[config.mk]
export PLATFORM = sky130hd
export DESIGN_NAME = parking_capacity_tracker
export DESIGN_NICKNAME = d
export VERILOG_FILES = /design/src/rtl/parking_capacity_tracker.sv
export SDC_FILE = /design/constraint.sdc
export NUM_CORES = 1
export LEC_CHECK = 0
export ABC_AREA = 1
export BUFFER_PORTS_ARGS = -buffer_cell sky130_fd_sc_hd__buf_2
export CORE_UTILIZATION = 59
export CTS_BUF_LIST = sky130_fd_sc_hd__clkbuf_16
export DETAILED_ROUTE_END_ITERATION = 6
export HOLD_SLACK_MARGIN = 0.05
export MAX_ROUTING_LAYER = met4
export PLACE_DENSITY_LB_ADDON = 0.15
export SLEW_MARGIN = 15
export SYNTH_ARGS = -nofsm -noshare
export SYNTH_HDL_FRONTEND = slang
export SYNTH_SLANG_ARGS = --single-unit
[constraint.sdc]
create_clock -name clk -period 2.3 [get_ports clk]
set_clock_uncertainty 0.15 [all_clocks]
set_input_delay 0.69 -clock clk [delete_from_list [all_inputs] [get_ports clk]]
set_output_delay 0.69 -clock clk [all_outputs]
set_load 0.02 [all_outputs]
[src/rtl/parking_capacity_tracker.sv]
// Parking-lot occupancy tracker: binary and BCD occupancy, capacity limit,
// sticky over/underflow flags and a blink enable while the lot is full.
module parking_capacity_tracker #(
    parameter int CAPACITY    = 99,
    parameter int BLINK_WIDTH = 26
) (
    input  logic       clk,
    input  logic       reset,
    input  logic       enter,
    input  logic       exit,
    input  logic       clear_err,
    output logic [6:0] count,
    output logic [3:0] hex0,
    output logic [3:0] hex1,
    output logic       full,
    output logic       empty,
    output logic       err_overflow,
    output logic       err_underflow,
    output logic       disp_on
);

    localparam logic [6:0] CAP = 7'(CAPACITY);

    logic                   do_inc;
    logic                   do_dec;
    logic                   ovf_evt;
    logic                   unf_evt;
    logic [BLINK_WIDTH-1:0] blink_timer;
    logic [BLINK_WIDTH-1:0] blink_next;

    assign full  = (count == CAP);
    assign empty = (count == 7'd0);

    // Simultaneous enter and exit cancel out, so they never raise an error.
    assign do_inc  = enter & ~exit & ~full;
    assign do_dec  = exit & ~enter & ~empty;
    assign ovf_evt = enter & ~exit & full;
    assign unf_evt = exit & ~enter & empty;

    assign blink_next = blink_timer + BLINK_WIDTH'(1);

    always_ff @(posedge clk or negedge reset) begin
        if (!reset) begin
            count <= 7'd0;
            hex0  <= 4'd0;
            hex1  <= 4'd0;
        end else if (do_inc) begin
            count <= count + 7'd1;
            if (hex0 == 4'd9) begin
                hex0 <= 4'd0;
                hex1 <= hex1 + 4'd1;
            end else begin
                hex0 <= hex0 + 4'd1;
            end
        end else if (do_dec) begin
            count <= count - 7'd1;
            if (hex0 == 4'd0) begin
                hex0 <= 4'd9;
                hex1 <= hex1 - 4'd1;
            end else begin
                hex0 <= hex0 - 4'd1;
            end
        end
    end

    // A new error event outranks a clear in the same cycle.
    always_ff @(posedge clk or negedge reset) begin
        if (!reset) begin
            err_overflow  <= 1'b0;
            err_underflow <= 1'b0;
        end else begin
            err_overflow  <= ovf_evt | (err_overflow & ~clear_err);
            err_underflow <= unf_evt | (err_underflow & ~clear_err);
        end
    end

    // disp_on tracks the inverted timer MSB so the first half-period is lit.
    always_ff @(posedge clk or negedge reset) begin
        if (!reset) begin
            blink_timer <= '0;
            disp_on     <= 1'b1;
        end else if (full) begin
            blink_timer <= blink_next;
            disp_on     <= ~blink_next[BLINK_WIDTH-1];
        end else begin
            blink_timer <= '0;
            disp_on     <= 1'b1;
        end
    end

endmodule
==> summary.txt <==
Worst-Skew Late Latency -> 0.29 ns
reg2reg start -> count[4]
Starting Density -> 0.619
Sequential cell area -> 1100 um2
Distinct cells, synth -> 33
number of H-tree levels -> 2
I/O pins -> 25
Core Rows -> 24
Via density -> 5.24
Top FF cell, synth -> dfrtp_1
GRT overflow -> 0
Synth Area per Inst -> 7.45 um2
Chip Height -> 69.8 um
final slew viol count -> 0
fmax -> 452 MHz
die area -> 4870 um2
# fillers -> 370
CTS tree -> yes
Crit-path slowest cell -> dfrtp_1
Peak VDD IR -> 705 uV
CTS Buffer Depth -> 2
crit-path cells -> inv_2 -> nand2_1 -> nor2_1 -> nand2_4 -> inv_1 -> buf_2
Vias -> 2372
clock period minus worst slack -> 2.21 ns
Hold Buf Count CTS -> 0
MaxCap Viol Count -> 0
reg2reg path depth -> 14
Lkg Pwr -> 1.52 nW
width of the die -> 69.8 um
utilization of the core after routing -> 0.707
vias in the first global route -> 2276
post-detail-place hpwl -> 4160 um
Total Routing Usage GR -> 0.261
Worst Hold Slack -> 0.195 ns
asr flop ratio synth -> 1.00
Reg clk slew, reported paths -> 0.06 ns
clk root buf -> clkbuf_16
syn nets -> 380
RSZ-0062 raised after global routing -> no
Slew @ Worst Pin -> 0.461 ns
post-route cell area -> 3100 um2
drt drc -> 0
fin crit share -> 0.961
1st-iter DRT viols -> 154
crit path DAT -> 1.37 ns
Seq cells post-synth -> 44
Final setup viols -> 0
core area -> 4380 um2
kind of critical path -> reg -> out
cell family with most CP delay -> flip-flops
WP data required -> 1.46 ns
Final Power -> 3.09 mW
Critical Path Max Stage Delay -> 0.42 ns
# port buffers -> 24
initial antenna violation count -> 0
Placer Congestion -> 0.851
largest net degree at the start of global routing -> 27
Gate Count Post-Synth -> 364
reg2reg end -> count[6]
Fin. Hold Viols -> 0
TritonCTS buffer count -> 5
Pre-antenna DRT Iters -> 4
multi-input logic area -> 1400 um2
Seq/Total Area, Yosys -> 0.406
Crit. End Element -> primary output
antenna cells -> 0
share of layout cells above drive strength 1 -> 0.162
Max FO, Critical Path -> 4
first-pass GRT wire length -> 9800 um
reg2reg setup slack -> 0.16 ns
Routed WL -> 5590 um
number of flops mapped to enable cells by yosys -> 0
slew margin rel. -> 0.693
Critical Path Source Type -> register
fin nets -> 417
synth warn -> 0
power density over the cells -> 996 nW/um2
Critical path buffers and inverters -> 3
Synth-to-Final Area Change -> 14.3%
WL per Instance -> 12.3 um
dpl cell area -> 2950 um2
status -> completed
Final ANT Viol Nets -> 0
cell depth of the worst setup path -> 6
post-synthesis cell area -> 2710 um2
Hold Path Class -> in -> async
Sink Count -> 44
state kept, by name, summed over array words and instances, names as in the netlist:
register,flops
blink_timer,26
count,7
hex0,4
disp_on,1
err_underflow,1
hex1,4
err_overflow,1
synthesized netlist by cell type (6+ instances only):
cell type,instances,area share
ha_1,9,0.042
nor3_1,7,0.013
dfrtp_1,43,0.40
inv_1,48,0.066
xor2_1,6,0.019
a21oi_1,12,0.022
o21ai_0,12,0.022
o21ai_1,6,0.011
nand3_1,26,0.048
nor2_1,51,0.071
nand2_1,103,0.14
area by class of cell:
class	count	area share
clock buffers	5	0.0404
clock inverters	2	0.00404
inverters	50	0.0605
multi-input cells	266	0.452
flip-flops and latches	44	0.356
well taps	52	0.0210
repair buffers	34	0.0670
where the power goes:
group | internal, mW | switching [mW]
sequential | 0.910 | 0.149
clock | 0.394 | 0.296
combinational | 0.511 | 0.827
total | 1.81 | 1.27
layer usage:
metal	GRT usage	up-vias	part of all wire
met3	0.0276	10	0.032
met5	-	-	0
met4	0.111	0	0.020
met1	0.313	1106	0.45
li1	-	1215	-
met2	0.446	41	0.50
cell families (layout without fill, tap and decap cells):
kind of cell | count (synthesis) | count (layout) | synth area share
xor gates and xnor gates | 10 | 10 | 0.0323
and+or+nand+nor | 209 | 209 | 0.348
buffers and inverters | 54 | 91 | 0.0849
DFF | 44 | 44 | 0.406
AOI/OAI and AO/OA | 36 | 36 | 0.0720
adders and majority gates | 11 | 11 | 0.0563
placed cells by master (no fill, tap or decap), types with 2 or more instances in the layout:
cell type	count
nand2_1	103
nor2_1	51
inv_1	48
dfrtp_1	43
nand3_1	26
buf_2	24
o21ai_0	12
a21oi_1	11
ha_1	9
buf_4	9
nor3_1	7
xor2_1	6
o21ai_1	6
clkbuf_16	5
nor2_4	4
xnor2_1	4
nand2_4	3
nand4_1	3
nand3_2	3
nor2_2	3
nand2_2	2
inv_2	2
o211ai_1	2
what timing repair did:
item,CTS,global route
endpoints found under the hold margin,0,0
endpoints found under the setup margin,0,1
resized for setup,0,1
buffers inserted,0,0
per-stage QoR:
step / std cells / setup TNS (ns) / setup slack [ns]
floorplan: 364 / 0 / 0.0199
global placement: 446 / 0 / 0.0110
detailed placement: 446 / -0.0441 / -0.0441
CTS: 453 / 0 / 0.0995
global route: 453 / 0 / 0.00514
finish: 453 / 0 / 0.0892
worst max path at each step:
| stage | from | to | slack (ns) |
|---|---|---|---|
| final | count[4] | full | 0.09 |
| after global routing | count[3] | full | 0.005 |
| after CTS | count[3] | full | 0.1 |
| after detailed placement | enter | count[6] | -0.04 |
| after global placement | enter | count[6] | 0.01 |
| after floorplan | enter | count[6] | 0.02 |
Note: power is estimated with default switching activity, not from simulation.
